**src/rtl/elastic_pipeline.sv**
```systemverilog
// Elastic delay line: DEPTH register stages with per-stage valid bits, valid/ready
// backpressure with bubble collapsing and synchronous flush. Optional macro: ELASTIC_PIPE_OCC_EN.
module elastic_pipeline #(
  parameter int WIDTH      = 32,
  parameter int DEPTH      = 4,
  parameter int RESET_DATA = 1
) (
  input  logic             clk,
  input  logic             rst,
  input  logic             flush,
  input  logic             in_valid,
  output logic             in_ready,
  input  logic [WIDTH-1:0] in_data,
  output logic             out_valid,
  input  logic             out_ready,
  output logic [WIDTH-1:0] out_data
`ifdef ELASTIC_PIPE_OCC_EN
  ,
  output logic [$clog2(DEPTH+1)-1:0] occupancy
`endif
);

  // Handshake: a beat moves on a port in any cycle where valid and ready are both
  // high at the rising edge; valid never waits for ready, ready may follow out_ready.

  logic [DEPTH-1:0] v_q, v_d, v_n, adv;
  logic [WIDTH-1:0] d_q [DEPTH];
  logic [WIDTH-1:0] d_d [DEPTH];
  logic             all_full;

  // A stage advances when any stage at or after it is empty, or the consumer takes the head.
  always_comb begin
    all_full = 1'b1;
    adv      = '0;
    for (int i = DEPTH - 1; i >= 0; i--) begin
      all_full = all_full & v_q[i];
      adv[i]   = out_ready | ~all_full;
    end
  end

  always_comb begin
    v_d = v_q;
    d_d = d_q;
    if (adv[0]) begin
      v_d[0] = in_valid;
      d_d[0] = in_data;
    end
    for (int i = 1; i < DEPTH; i++) begin
      if (adv[i]) begin
        v_d[i] = v_q[i-1];
        d_d[i] = d_q[i-1];
      end
    end
    v_n = (!rst || flush) ? '0 : v_d;
  end

  always_ff @(posedge clk) begin
    v_q <= v_n;
  end

  if (RESET_DATA != 0) begin : g_data_rst
    always_ff @(posedge clk) begin
      if (!rst || flush) begin
        for (int i = 0; i < DEPTH; i++) d_q[i] <= '0;
      end else begin
        d_q <= d_d;
      end
    end
  end else begin : g_data_norst
    always_ff @(posedge clk) begin
      if (rst && !flush) d_q <= d_d;
    end
  end

  assign in_ready  = adv[0] & ~flush;
  assign out_valid = v_q[DEPTH-1] & ~flush;
  assign out_data  = d_q[DEPTH-1];

`ifdef ELASTIC_PIPE_OCC_EN
  localparam int OCC_W = $clog2(DEPTH + 1);
  logic [OCC_W-1:0] occ_d, occ_q;

  // Counted from next-state valids so the registered count lines up with v_q.
  always_comb begin
    occ_d = '0;
    for (int i = 0; i < DEPTH; i++) occ_d = occ_d + OCC_W'(v_n[i]);
  end

  always_ff @(posedge clk) begin
    occ_q <= occ_d;
  end

  assign occupancy = occ_q;
`endif

endmodule

```
**config.mk**
```make
export PLATFORM = sky130hd
export DESIGN_NAME = elastic_pipeline
export DESIGN_NICKNAME = d
export VERILOG_FILES = /design/src/rtl/elastic_pipeline.sv
export SDC_FILE = /design/constraint.sdc
export NUM_CORES = 1
export LEC_CHECK = 0
export CAP_MARGIN = 20
export CORE_MARGIN = 1
export CORE_UTILIZATION = 40
export DETAILED_ROUTE_END_ITERATION = 16
export PLACE_DENSITY_LB_ADDON = 0.08
export RECOVER_POWER = 50
export SLEW_MARGIN = 10
export SYNTH_ARGS = -nofsm -noshare
export SYNTH_HDL_FRONTEND = slang
export SYNTH_SLANG_ARGS = --single-unit
```
**constraint.sdc**
```tcl
create_clock -name clk -period 1.6 [get_ports clk]
set_clock_uncertainty 0.1 [all_clocks]
set_input_delay 0.24 -clock clk [delete_from_list [all_inputs] [get_ports clk]]
set_output_delay 0.24 -clock clk [all_outputs]
set_load 0.03 [all_outputs]
```
==> impl_metrics.yaml, run 1 <==
timing:
  slew_headroom_pct: 74.6
  timing.final.hold_violations: 0
  hold_ws_ns: 0.303
  fin_tns_setup_ns: -0.0341
  setup_ws_ns: -0.0341
  fin_crit_sh_pct: 102
  tightest_slew_ns: 0.381
  layout_min_cycle_time_ns: 1.63
  rsz0062_at_grt: "true"
  fmax_mhz: 612
  setup_violations: 1
  final_max_slew_viol_count: 0
drt:
  wl_per_cell_microns: 13.2
  routed_wl_microns: 10600
  ant_nets: 0
  first_iter_violations: 191
  dr.pass1.iters: 5
  drc: 0
  drt-vias-per-instance: 4.80
  via_count: 3865
synthesis:
  ys_warn_count: 0
  synth-seq-cells: 132
  synth-seq-area-share_pct: 53.6
  netlist_area_sq_um: 4930
  yosysTopAreaCellShare_pct: 53.6
  synth_cell_types: 20
  synth_area_leaders: "dfxtp_1 54%, nand2_1 15%, a21oi_1 13%, buf_4 4.9%, nand3_1 3.2%"
  synthCells: 615
  synth_nets: 652
  yosys.area.top_type: "dfxtp_1"
  syn_area_per_cell_sq_um: 8.01
floorplanning:
  fp.dieW_microns: 113
  rows: 40
  design.die.area_sq_um: 12800
  core_area_sq_um: 12000
  io_pins: 71
  die_y_microns: 113
  start_util_pct: 41.0
critical_path:
  end_kind: "output pin"
  critPathRequiredTime_ns: 1.26
  path_class: "primary input to output pin"
  crit_fanout: 3
  cp-start-kind: "primary input"
  critPathArrivalTime_ns: 1.29
global_routing:
  grt_pass1_vias: 3628
  grt_max_degree: 43
  antenna_found_initial: 0
  grt_first_pass_wirelength_microns: 18000
  grt_util_all_layers_pct: 17.8
  grt_overflow: 0
finish:
  postLayoutCellArea_sq_um: 6170
  final_cells: 805
  layout.area.seq_sq_um: 2650
  areaGrowthSynthToFinish_pct: 25.2
  fillerInstances: 1157
  num-nets-final: 682
  final_util_pct: 51.4
  antennaDiodeCount: 0
  drive_above_1_share_pct: 9.42
  multi_input_area_sq_um: 1790
placement:
  dpl_cell_area_sq_um: 5650
  pre_cts_slack_ns: -0.189
  dp_hpwl_microns: 6930
  place_congestion: 0.715
  portBuffers: 70
  dp_cells: 772
power:
  p_leak_nw: 2.21
  vdd_drop_max_mv: 0.504
  power.density_nw_per_um2: 1190
  power.total_mw: 7.36
clocking:
  cts_buffers: 17
  cts_tree: "yes"
  clkTransAtPathRegs_ns: 0.06
  cts_root_buf: "clkbuf_16"
  cts_sinks: 132
  cts_buffer_depth: 2
  h-tree-depth: 4
  clkLatencyLatePin_ns: 0.41
hold_path:
  hp-class: "primary input to flip-flop"
run_status:
  violations: "negative setup slack"
  status: "complete, but fails checks"
run:
  drv_cap: 0
[area by class of cell]
type	count	share of cell area (%)
Multi-Input combinational cell	400	29.0
Inverter	1	0.0608
Tap cell	147	2.98
Clock buffer	19	7.18
Timing Repair Buffer	93	15.6
Sequential cell	132	42.9
Clock inverter	13	2.19
[flip-flops by register name, indices dropped and copies added, names as in the netlist]
name / flops
d_q: 96
out_data: 32
v_q: 4
[placed cells by master, fill, tap and decap left out]
master	instances
nand2_1	192
buf_6	1
nor2_1	5
o21ai_0	32
dlygate4sd2_1	32
buf_12	11
nand3_1	32
nand4b_1	1
clkdlybuf4s50_1	36
bufinv_16	2
dfxtp_4	1
inv_1	1
nand2b_4	1
dfxtp_1	129
clkbuf_1	2
clkinv_2	4
and3b_1	1
nor2b_1	1
clkinv_4	2
and4b_2	1
a21oi_1	130
nor2b_2	1
or2b_1	1
a21oi_2	1
buf_4	10
clkbuf_8	1
dfxtp_2	2
clkbuf_16	17
nand3b_1	1
clkbuf_4	2
clkinvlp_4	5
[cell families (layout without fill, tap and decap cells)]
family | after synthesis | count (layout) | synth area share (%)
AO/OA/AOI/OAI | 163 | 163 | 16.6
buffers and inverters | 83 | 126 | 10.3
flip-flops | 132 | 132 | 53.6
AND/OR/NAND/NOR | 237 | 237 | 19.5
[cells in the mapped netlist]
library cell / count
a21oi_1: 131
and3b_1: 1
and4b_1: 1
buf_2: 28
buf_4: 32
buf_6: 4
buf_8: 1
clkbuf_1: 16
clkbuf_2: 1
dfxtp_1: 132
inv_1: 1
nand2_1: 192
nand2b_1: 1
nand3_1: 32
nand3b_1: 1
nand4b_1: 1
nor2_1: 5
nor2b_1: 2
o21ai_0: 32
or2b_1: 1
[final timing paths]
| check | startpoint | to | slack, ns | cells after the start |
|---|---|---|---|---|
| worst max-delay path | out_ready | in_ready | -0.03 | 4 |
| worst max register to register | v_q[3]$_SDFFE_PP0P_ | d_q[113]$_SDFFE_PP0P_ | 0.18 | 4 |
| worst min register to register | out_data[13]$_SDFFE_PP0P_ | out_data[13]$_SDFFE_PP0P_ | 0.35 | 2 |
| worst min-delay path | in_data[2] | d_q[98]$_SDFFE_PP0P_ | 0.30 | 3 |
[timing repair]
| action | CTS | global route |
|---|---|---|
| hold buffers | 0 | 0 |
| resized for setup | 36 | 1 |
| setup endpoints to repair | 33 | 1 |
| buffers inserted | 1 | 0 |
| pin swaps | 2 | 0 |
[where the power goes]
part           switching [mW]  internal, mW
Clock                    1.39          2.32
Combinational           0.135         0.141
Sequential             0.0309          3.34
[layer usage]
metal	global-route usage, %	up-vias	share of wire [%]
li1	-	2060	-
met1	26.5	1704	54
met2	24.5	91	40
met3	4.34	10	4.7
met4	7.11	0	0.96
met5	0	-	0
[worst max-delay path, cell delays in order]
cell	delay, ns
clkdlybuf4s50_1	0.51
and4b_2	0.26
a21oi_2	0.14
buf_6	0.14
No activity file was read; power rests on OpenSTA's default activity.
==> inputs of run 2 (changes only) <==
--- a/config.mk
+++ b/config.mk
@@ -6,7 +6,7 @@
 export NUM_CORES = 1
 export LEC_CHECK = 0
 export CAP_MARGIN = 20
-export CORE_MARGIN = 1
+export CORE_MARGIN = 1.5
 export CORE_UTILIZATION = 40
 export DETAILED_ROUTE_END_ITERATION = 16
 export PLACE_DENSITY_LB_ADDON = 0.08
==> run 2 against run 1 <==
Effect of this change:
- the flow now finishes without violations
- via count is 1.8% higher
- die area is 1.8% higher
- register-to-register slack worse by 0.07 ns
- critical path depth is 1 lower
- non-clock buffer count is 1 higher
- count of clock-buffer cells in the layout is 1 higher
- sequential power hardly changed
- combinational power is 4% lower
- wire length is 1.7% higher
- critical path type is now flip-flop to output pin
- highest routed layer unchanged
==> impl_metrics.yaml, run 2 (synthesis results as in run 1) <==
placement:
  dp_cells: 773
  place_congestion: 0.713
  portBuffers: 70
  dp_hpwl_microns: 6850
global_routing:
  grt_pass1_vias: 3658
  grt_overflow: 0
  grt_max_degree: 39
  grt_util_all_layers_pct: 17.6
  antenna_found_initial: 0
  grt_first_pass_wirelength_microns: 18100
finish:
  fillerInstances: 1148
  multi_input_area_sq_um: 1790
  mostFrequentLayoutCell: "nand2_1"
  top_register: "d_q"
  final_cells: 806
  largest_reg_flops: 96
  antennaDiodeCount: 0
  layout.area.seq_sq_um: 2650
  areaGrowthSynthToFinish_pct: 25.8
  drive_above_1_share_pct: 9.71
  final_cell_mix: "192 x nand2_1, 130 x a21oi_1, 129 x dfxtp_1"
  num-nets-final: 683
drt:
  dr.pass1.iters: 5
  drt-vias-per-instance: 4.88
  drc: 0
  first_iter_violations: 316
  routed_wl_microns: 10800
  ant_nets: 0
  wl_per_cell_microns: 13.4
  via_count: 3935
critical_path:
  rr_startpoint: "v_q[2]$_SDFFE_PP0P_"
  critPathArrivalTime_ns: 1.24
  end_kind: "output pin"
  cp-start-kind: "flip-flop"
  crit_path_start: "v_q[3]$_SDFFE_PP0P_"
  path_class: "flip-flop to output pin"
  crit_fanout: 4
  ff2ff_path_depth: 5
  critPathRequiredTime_ns: 1.26
timing:
  slew_headroom_pct: 50.5
  final_max_slew_viol_count: 0
  fin_crit_sh_pct: 98.5
  tightest_slew_ns: 0.742
  rsz0062_at_grt: "true"
  layout_min_cycle_time_ns: 1.58
  fin_tns_setup_ns: 0
  timing.final.hold_violations: 0
  fmax_mhz: 635
  setup_violations: 0
run:
  drv_cap: 0
hold_path:
  hold_path_depth: 4
  hp-start: "out_ready"
  hp-class: "primary input to flip-flop"
clocking:
  clkTransAtPathRegs_ns: 0.05
  cts_root_buf: "clkbuf_16"
  clkLatencyLatePin_ns: 0.40
  cts_sinks: 132
  h-tree-depth: 4
  cts_tree: "yes"
  cts_buffers: 17
  cts_buffer_depth: 2
  cts_hold_buf: 0
power:
  vdd_drop_max_mv: 0.649
  p_leak_nw: 2.24
  power.density_nw_per_um2: 1250
  power.total_mw: 7.75
run_status:
  status: "finished clean"
floorplanning:
  rows: 40
  design.die.area_sq_um: 13000
  die_y_microns: 114
  start_util_pct: 41.0
  io_pins: 71
  fp.dieW_microns: 114
  core_area_sq_um: 12000
## run 2: layout make-up
cell class	count	area share, %
Tap cell	147	2.97
Inverter	1	0.0605
Multi-Input combinational cell	400	28.9
Sequential cell	132	42.7
Clock buffer	20	7.36
Timing Repair Buffer	94	15.1
Clock inverter	12	2.87
## run 2: metrics by stage
step	hold slack, ns	area, sq um	util (%)	setup slack [ns]
global placement	0.340	5650	47.1	-0.253
CTS	0.268	6270	52.2	0.000801
global route	0.310	6200	51.6	-0.0330
finish	0.279	6200	51.6	0.0248
floorplan	0.257	4930	-	0.120
detailed placement	0.345	5650	47.1	-0.283
## run 2: per-layer routing
layer | part of all wire [%] | GRT usage (%) | wire length, microns
met4 | 1.0 | 5.75 | 112
met5 | 0 | 0 | 0
met1 | 53 | 26.2 | 5680
met3 | 5.3 | 4.68 | 576
met2 | 41 | 24.6 | 4420
## run 2: worst paths after layout
| path | to | slack, ns |
|---|---|---|
| worst max-delay path | in_ready | 0.02 |
| worst min-delay path | v_q[3]$_SDFFE_PP0P_ | 0.28 |
| worst max register to register | d_q[122]$_SDFFE_PP0P_ | 0.11 |
| worst min register to register | out_data[17]$_SDFFE_PP0P_ | 0.34 |
## run 2: where the power goes
group | total (mW) | leakage (nW) | internal (mW) | switching, mW
clock | 4.11 | 0.299 | 2.69 | 1.42
combinational | 0.266 | 0.868 | 0.132 | 0.134
sequential | 3.37 | 1.07 | 3.34 | 0.0310
total | 7.75 | 2.24 | 6.16 | 1.58
## run 2: what timing repair did
| item | in CTS | in global routing |
|---|---|---|
| endpoints found under the hold margin | 0 | 0 |
| setup buffers | 1 | 0 |
| endpoints found under the setup margin | 33 | 1 |
| resized for setup | 39 | 0 |
| pin swaps | 2 | 0 |
## run 2: worst max-delay path: stages, from the launching register on
cell and delay (ns):
dfxtp_4 0.36, and4b_4 0.20, a21oi_2 0.13, buf_6 0.14
==> inputs of run 3 (changes only) <==
--- a/config.mk
+++ b/config.mk
@@ -11,6 +11,7 @@
 export DETAILED_ROUTE_END_ITERATION = 16
 export PLACE_DENSITY_LB_ADDON = 0.08
 export RECOVER_POWER = 50
+export REMOVE_ABC_BUFFERS = 1
 export SLEW_MARGIN = 10
 export SYNTH_ARGS = -nofsm -noshare
 export SYNTH_HDL_FRONTEND = slang
==> constraint.sdc (replaced) <==
create_clock -name clk -period 1.6 [get_ports clk]
set_clock_uncertainty 0.1 [all_clocks]
set_input_delay 0.4 -clock clk [delete_from_list [all_inputs] [get_ports clk]]
set_output_delay 0.4 -clock clk [all_outputs]
set_load 0.03 [all_outputs]
==> run 3 against run 2 <==
Effect of this change:
- the run now ends with negative setup slack left
- fmax shrank 11%
- design area is 1.7% higher
- count of clock-buffer cells in the layout did not move
- wire length grew 3.7%
- total power is 3.7% lower
- sequential share of layout area down 0.75 points
- worst hold slack gained 0.067 ns
- flip-flop and latch count did not move
- via count up 2.6%
- clock power fell by 7.3%
- critical endpoint unchanged
==> impl_metrics.yaml, run 3 (synthesis results as in run 1) <==
critical_path:
  critPathArrivalTime_ns: 1.27
  critPathRequiredTime_ns: 1.10
  cp-start-kind: "flip-flop"
  end_kind: "output pin"
  path_class: "flip-flop to output pin"
  crit_fanout: 2
global_routing:
  antenna_found_initial: 0
  grt_util_all_layers_pct: 18.0
  grt_pass1_vias: 3860
  grt_max_degree: 66
  grt_overflow: 0
  grt_first_pass_wirelength_microns: 18300
timing:
  slew_headroom_pct: 71.6
  fmax_mhz: 565
  timing.final.hold_violations: 0
  setup_ws_ns: -0.168
  fin_crit_sh_pct: 111
  final_max_slew_viol_count: 0
  rsz0062_at_grt: "true"
  layout_min_cycle_time_ns: 1.77
  hold_ws_ns: 0.346
  fin_tns_setup_ns: -0.359
  tightest_slew_ns: 0.427
  setup_violations: 9
placement:
  dpl_cell_area_sq_um: 5660
  place_congestion: 0.744
  portBuffers: 70
  dp_hpwl_microns: 6860
drt:
  drc: 0
  wl_per_cell_microns: 13.8
  drt-vias-per-instance: 4.97
  first_iter_violations: 249
  routed_wl_microns: 11200
  via_count: 4037
  dr.pass1.iters: 4
  ant_nets: 0
clocking:
  cts_sinks: 132
  clkLatencyLatePin_ns: 0.40
  clkTransAtPathRegs_ns: 0.05
  h-tree-depth: 4
  cts_buffer_depth: 2
  cts_tree: "yes"
  cts_root_buf: "clkbuf_16"
  cts_buffers: 17
power:
  power.density_nw_per_um2: 1180
  p_switching_mw: 1.52
  power.share.switching_pct: 20.3
  p_comb_share_pct: 3.7
  internal_power_mw: 5.94
  p_clk_share_pct: 51.1
  p_leak_nw: 2.13
  power.total_mw: 7.46
  vdd_drop_max_mv: 0.598
  power_frac_seq_pct: 45.2
finish:
  num-nets-final: 692
  postLayoutCellArea_sq_um: 6310
  top_register: "d_q"
  antennaDiodeCount: 0
  final_cell_mix: "192 x nand2_1, 130 x a21oi_1, 130 x dfxtp_1"
  largest_reg_flops: 96
  mostFrequentLayoutCell: "nand2_1"
  fillerInstances: 1143
  drive_above_1_share_pct: 15.2
  areaGrowthSynthToFinish_pct: 28.0
run_status:
  status: "complete, but fails checks"
  violations: "negative setup slack"
floorplanning:
  die_y_microns: 114
  core_area_sq_um: 12000
  io_pins: 71
  design.die.area_sq_um: 13000
  fp.dieW_microns: 114
  start_util_pct: 41.0
  rows: 40
hold_path:
  hp-class: "flip-flop to flip-flop"
run:
  drv_cap: 0
[run 3: cell count changes in the layout (fill, tap and decap cells not counted), moves of 2 or more]
cell,delta
dlygate4sd2_1,-32
clkdlybuf4s15_2,+30
buf_6,+5
clkbuf_4,-4
buf_4,+3
clkbuf_2,+3
buf_2,+2
clkbuf_1,+2
clkinv_2,+2
clkinvlp_4,-2
nor2b_4,+2
[run 3: per-layer routing]
layer  routed length (microns)  GRT usage (%)
met1                      5120           21.9
met3                       390           4.62
met4                       255           8.08
met5                         0              0
met2                      5430           30.1
[run 3: worst paths after layout]
kind	from	end	slack [ns]	depth (start not counted)
max reg2reg	v_q[3]$_SDFFE_PP0P_	d_q[101]$_SDFFE_PP0P_	-0.03	7
min	out_data[14]$_SDFFE_PP0P_	out_data[14]$_SDFFE_PP0P_	0.35	2
min reg2reg	out_data[14]$_SDFFE_PP0P_	out_data[14]$_SDFFE_PP0P_	0.35	2
max	v_q[3]$_SDFFE_PP0P_	in_ready	-0.17	3
[run 3: power groups by stage]
stage / combinational, mW / clock, mW / sequential, mW
after floorplan: 0.108 / 0 / 3.44
after global placement: 0.272 / 0 / 3.44
after detailed placement: 0.275 / 0 / 3.44
after CTS: 0.277 / 3.88 / 3.37
after global routing: 0.301 / 4.04 / 3.37
final: 0.275 / 3.81 / 3.37
[run 3: worst max-delay path, stage by stage (launching register included)]
cell and delay, ns:
dfxtp_4 0.34, and4b_2 0.25, a21oi_2 0.14, buf_6 0.15
[run 3: timing repair]
| item | 4_1_cts | 5_1_grt |
|---|---|---|
| hold buffers | 0 | 0 |
| setup endpoints to repair | 34 | 4 |
| buffers inserted | 2 | 2 |
| hold endpoints to repair | 0 | 0 |
| gates resized for setup | 101 | 11 |
| pin swaps | 1 | 0 |
[run 3: layout make-up]
cell class,count,area (sq um),area share (%)
well taps,147,184,2.92
repair buffers,103,1090,17.3
clock inverters,10,134,2.12
flip-flops and latches,132,2650,42.0
inverters,1,3.75,0.0595
multi-input cells,400,1800,28.6
clock buffers,20,447,7.08
[run 3: metrics by stage]
step,instances,setup slack (ns),utilization (%)
floorplan,533,-1.56,-
global placement,779,-0.384,47.1
detailed placement,779,-0.392,47.1
CTS,811,-0.180,52.5
global route,813,-0.208,52.5
finish,813,-0.168,52.5
==> edit 1 (settings of run 3) <==
Change the parameter `RESET_DATA` from 1 to 0.
--- a/src/rtl/elastic_pipeline.sv
+++ b/src/rtl/elastic_pipeline.sv
@@ -3,7 +3,7 @@
 module elastic_pipeline #(
   parameter int WIDTH      = 32,
   parameter int DEPTH      = 4,
-  parameter int RESET_DATA = 1
+  parameter int RESET_DATA = 0
 ) (
   input  logic             clk,
   input  logic             rst,
Function: changed (a bounded check fails within 10 cycles, from zero or initial values).
==> edit 1 against run 3 <==
The run still ends with negative setup slack left; via count fell by 59%; final area decreased by 12%; non-clock buffer count shrank 19; power up 3.8%; area after synthesis decreased by 13%; wire length down 53%; clock power decreased by 9.7%; global-route usage fell by 7.8 points; sequential cell count stayed put; setup slack worse by 0.085 ns; synthesized cell count fell by 70%; critical endpoint unchanged.
==> edit 1: results (changes against run 3) <==
Yosys
  • Mapped Cells: 184 (-70%)
  • Top cells by area, synth: edfxtp_1, buf_4, dfxtp_1, a21oi_1, nor2b_1
  • EDFF count, synth: 128 (+128)
  • Commonest cells post-synth: edfxtp_1, buf_4, a21oi_1, dfxtp_1
  • Post-synthesis compound-gate area fraction: 0.00873 (-0.157)
  • Unique masters post-synth: 14 (-30%)
  • Share of the yosys chip area belonging to registers: 0.912 (+0.376)

STA
  • Endpoints failing setup: 2 (-7)
  • Final worst slack: -0.254 ns (-0.0855 ns)
  • Relative slew slack: 0.656 (-0.0593)

Run status
  • Failing checks: negative setup slack
  • Status: complete, but fails checks

Pwr
  • VDD IR-drop max: 0.645 mV (+7.7%)
  • Sw frac: 0.204 (+0.000633)
  • Leakage power: 1.95 nW (-8.5%)
  • Combinational Power: 289 uW (+5%)
  • Clk pwr share: 0.444 (-0.067)

Placed design
  • Placed cell area: 5080 um^2 (-10%)
  • Post-detail-place hpwl: 3370 um (-51%)
  • I/O Buffers: 70 (unchanged)
  • Routability cong.: 0.715 (-3.8%)
  • Placed Cells: 368 (-53%)

CTS
  • Post-CTS Resized: 175 (+73%)
  • Setup Buffers After CTS: 3 (+1)
  • Clock latency on the worst-skew pair: 0.50 ns (+0.10 ns)
  • CTS Root Cell: clkbuf_8

Worst setup path
  • R2R Setup Slk: 0.06 ns (+0.09 ns)
  • CP endpoint: in_ready
  • CP arrival: 1.35 ns (+0.08 ns)
  • CP startpoint: v_q[1]
  • Reg2reg end: d_q[105]
  • Register-to-Register Path Depth: 4 (-3)

Hold path
  • Hold wc startpoint: d_q[97]
  • Hold depth: 0 (-2)
  • Hold Path End: d_q[65]

Global route
  • Global-route wire length before repair: 8230 um (-55%)
  • Vias in the first global route: 1,696 (-56%)
  • Largest net degree at the start of global routing: 33 (-50%)
  • GRT Total Usage: 0.102 (-0.0777)

Finish
  • Share of cells above drive strength 1: 0.322 (+0.170)
  • Non-filler cells, final: 403 (-50%)
  • Fin nets: 291 (-58%)

Detailed routing
  • Starting DRC count in detailed routing: 47 (-81%)
  • TritonRoute pass-1 iters: 4 (unchanged)
  • Total Wirelength: 5290 um (-53%)
  • Vias per inst: 4.16 (-16%)
-- edit 1: cell count changes after synthesis, moves of 2 or more --
| cell | run 3 | this run |
|---|---|---|
| edfxtp_1 | 0 | 128 |
| nor2_1 | 5 | 1 |
| clkbuf_1 | 16 | 0 |
| nand2_1 | 192 | 0 |
| buf_2 | 28 | 0 |
| a21oi_1 | 131 | 5 |
| dfxtp_1 | 132 | 4 |
| o21ai_0 | 32 | 0 |
| buf_6 | 4 | 1 |
| inv_1 | 1 | 3 |
| nand3_1 | 32 | 0 |
-- edit 1: critical path, stage by stage, from the launching register on --
cell,delay (ns)
dfxtp_2,0.32
and4b_2,0.25
a21oi_2,0.14
buf_6,0.14
-- edit 1: layout make-up --
| cell class | count | area (um^2) |
|---|---|---|
| Fill cell | 853 | 4830 |
| Sequential cell | 132 | 3930 |
| Timing Repair Buffer | 84 | 748 |
| Clock buffer | 17 | 414 |
| Tap cell | 136 | 170 |
| Multi-Input combinational cell | 16 | 140 |
| Clock inverter | 15 | 130 |
| Inverter | 3 | 11.3 |
-- edit 1: cell families (layout without fill, tap and decap cells) --
| family | Yosys count | after routing |
|---|---|---|
| compound gates | 6 | 6 |
| buf+inv | 36 | 119 |
| flops | 132 | 132 |
| simple gates | 10 | 10 |
-- edit 1: through the flow --
stage               hold slack [ns]  total power [mW]  worst slack [ns]  setup TNS (ns)
global route                  0.320              8.04            -0.317          -0.624
finish                        0.314              7.75            -0.254          -0.322
CTS                           0.296              7.87            -0.280          -0.593
floorplan                     0.300              4.20             -1.15         -126.04
global placement              0.301              4.41            -0.389          -39.80
detailed placement            0.305              4.42            -0.381          -39.70
-- edit 1: per-layer routing --
metal  up-vias  track usage  wire [um]
met2        57        0.171       2820
li1        812            -          -
met4         0       0.0543         50
met1       802        0.109       2070
met5         -            0          0
met3         4       0.0456        342
==> edit 2 (settings of run 3) <==
Made on the original files. Build with the macro `ELASTIC_PIPE_OCC_EN` defined.
--- a/src/rtl/elastic_pipeline.sv
+++ b/src/rtl/elastic_pipeline.sv
@@ -1,5 +1,7 @@
 // Elastic delay line: DEPTH register stages with per-stage valid bits, valid/ready
 // backpressure with bubble collapsing and synchronous flush. Optional macro: ELASTIC_PIPE_OCC_EN.
+`define ELASTIC_PIPE_OCC_EN
+
 module elastic_pipeline #(
   parameter int WIDTH      = 32,
   parameter int DEPTH      = 4,
Formal check against the unedited RTL (old outputs only; new: occupancy): equivalent (Yosys induction, for registers that start in step).
==> edit 2 against run 3 <==
The flow still finishes with violations (negative setup slack); register-to-register slack got worse by 0.29 ns; final area rose by 3.2%; area after synthesis rose by 2.0%; setup slack got worse by 0.15 ns; power rose by 5.2%; sequential cell count rose by 3; sequential share of layout area fell by 0.36 points; synthesized cell count rose by 0.98%; clock power rose by 8.1%; wire length rose by 4.4%; final cell count rose by 3.1%; critical path depth rose by 3; critical endpoint is now occupancy[1]; highest routed layer unchanged.
==> edit 2: results (changes against run 3) <==
Yosys
  • Post-synthesis compound-gate area fraction: 0.162 (-0.00325)
  • Asr flop ratio synth: 0 (unchanged)
  • Commonest cells post-synth: nand2_1, dfxtp_1, a21oi_1
  • Adder-cell share of the synthesized area: 0.00896 (+0.00896)
  • Mapped Cells: 621 (+0.98%)
  • Unique masters post-synth: 21 (+5.0%)
  • Synth Flop Type: dfxtp_1
  • Share of the yosys chip area belonging to registers: 0.538 (+0.00140)
  • Top cells by area, synth: dfxtp_1, nand2_1, a21oi_1, buf_4, nand3_1

CTS
  • CTS Root Cell: clkbuf_16
  • CTS clk-pin slew, worst paths: 0.06 ns
  • Maximum root-to-sink buffer count: 2 (unchanged)

Detailed routing
  • Starting DRC count in detailed routing: 257 (+3.2%)
  • DR vias: 4,082 (+1.1%)
  • TritonRoute pass-1 iters: 6 (+2)
  • Total Wirelength: 11,700 um (+4.4%)
  • Vias per inst: 4.87 (-1.9%)

Worst setup path
  • CP arrival: 2.12 ns (+0.85 ns)
  • Setup crit end kind: flip-flop
  • Slowest cell on the critical path: fa_1
  • Crit path max fanout: 4 (+2)
  • CP delay by family, top: adder cells
  • Crit-path max cell delay: 0.47 ns (+0.13 ns)
  • Register-to-Register Path Depth: 6 (-1)
  • CP endpoint: occupancy[1]
  • CP startpoint: v_q[3]

STA
  • Final worst slack: -0.321 ns (-0.152 ns)
  • Relative slew slack: 0.521 (-0.195)
  • Total negative setup slack: -1.04 ns (-0.679 ns)
  • Endpoints failing setup: 4 (-5)

Global route
  • Vias in the first global route: 3,767 (-2.4%)
  • Global-route wire length before repair: 18,900 um (+3.2%)
  • Largest net degree at the start of global routing: 69 (+4.5%)
  • GRT Total Usage: 0.186 (+0.00557)

Finish
  • Diodes inserted: 0 (unchanged)
  • Share of cells above drive strength 1: 0.160 (+0.00805)
  • Max reg flops: 96 (unchanged)
  • Fillers: 1,175 (+2.8%)
  • Top reg by flops: d_q
  • Fin nets: 697 (+0.72%)

Hold path
  • Hold Path Class: flip-flop to flip-flop
  • Hold wc startpoint: out_data[0]

Placed design
  • Post-detail-place hpwl: 6310 um (-8.0%)
  • I/O Buffers: 73 (+4.3%)
  • Routability cong.: 0.742 (-0.24%)
  • Placed Cells: 799 (+2.6%)

Pwr
  • Leakage power: 2.20 nW (+3.2%)
  • VDD IR-drop max: 0.570 mV (-4.8%)

Run status
  • Failing checks: negative setup slack
  • Status: complete, but fails checks
==> edit 2: cell types whose count changed after synthesis, sizes merged <==
cell	delta
dfxtp	+3
ha	+2
buf	+1
clkbuf	-1
fa	+1
nand2b	+1
or2b	-1
==> edit 2: repair_timing <==
item                       CTS  global route
setup endpoints to repair  109            65
pin swaps                    5             0
gates resized for setup    132             8
cloned                       2             0
setup buffers                4             1
==> edit 2: per-layer routing <==
metal,share of wire,vias to the layer above,global-route usage
li1,-,2082,-
met3,0.043,9,0.0448
met4,0.011,0,0.0774
met5,0,-,0
met1,0.48,1901,0.250
met2,0.47,90,0.287
==> edit 2: layout make-up <==
type / count / area (um^2) / share of cell area
inverter: 1 / 3.75 / 0.000577
timing repair buffer: 99 / 1070 / 0.164
clock inverter: 9 / 145 / 0.0223
sequential: 135 / 2710 / 0.416
clock buffer: 23 / 488 / 0.0750
tap: 168 / 210 / 0.0323
multi-input combinational: 403 / 1880 / 0.290
==> edit 2: worst register-to-register path, stage by stage, from the launching register on <==
cell and delay, ns:
dfxtp_2 0.34, and4b_2 0.30, a21oi_2 0.08, nor2_2 0.14, fa_1 0.47, ha_4 0.19, ha_4 0.20
==> edit 2: cells by family after synthesis <==
| kind of cell | count (synthesis) |
|---|---|
| and+or+nand+nor | 237 |
| AOI/OAI and AO/OA | 163 |
| DFF | 135 |
| buffers and inverters | 83 |
| adders and majority gates | 3 |
==> edit 2: worst min path at each step <==
| stage | end | slack (ns) | depth (start not counted) |
|---|---|---|---|
| CTS | v_q[0] | 0.35 | 3 |
| floorplan | d_q[32] | 0.33 | 2 |
| detailed placement | out_data[14] | 0.34 | 2 |
| global route | d_q[74] | 0.36 | 2 |
| global placement | d_q[36] | 0.34 | 2 |
| finish | out_data[0] | 0.35 | 2 |
==> edit 2: report_power, final <==
| part | internal (mW) | switching [mW] | leakage, nW | total, mW |
|---|---|---|---|---|
| Clock | 2.76 | 1.36 | 0.317 | 4.12 |
| Sequential | 3.42 | 0.0272 | 1.10 | 3.45 |
| Combinational | 0.135 | 0.144 | 0.783 | 0.279 |
| Total | 6.31 | 1.54 | 2.20 | 7.85 |
==> edit 2: through the flow <==
stage / cell area (um^2) / utilization / worst slack (ns)
after global placement: 5650 / 0.467 / -0.883
after global routing: 6510 / 0.537 / -0.374
after detailed placement: 5650 / 0.467 / -0.955
final: 6510 / 0.537 / -0.321
after CTS: 6480 / 0.535 / -0.313
after floorplan: 4530 / - / -2.68
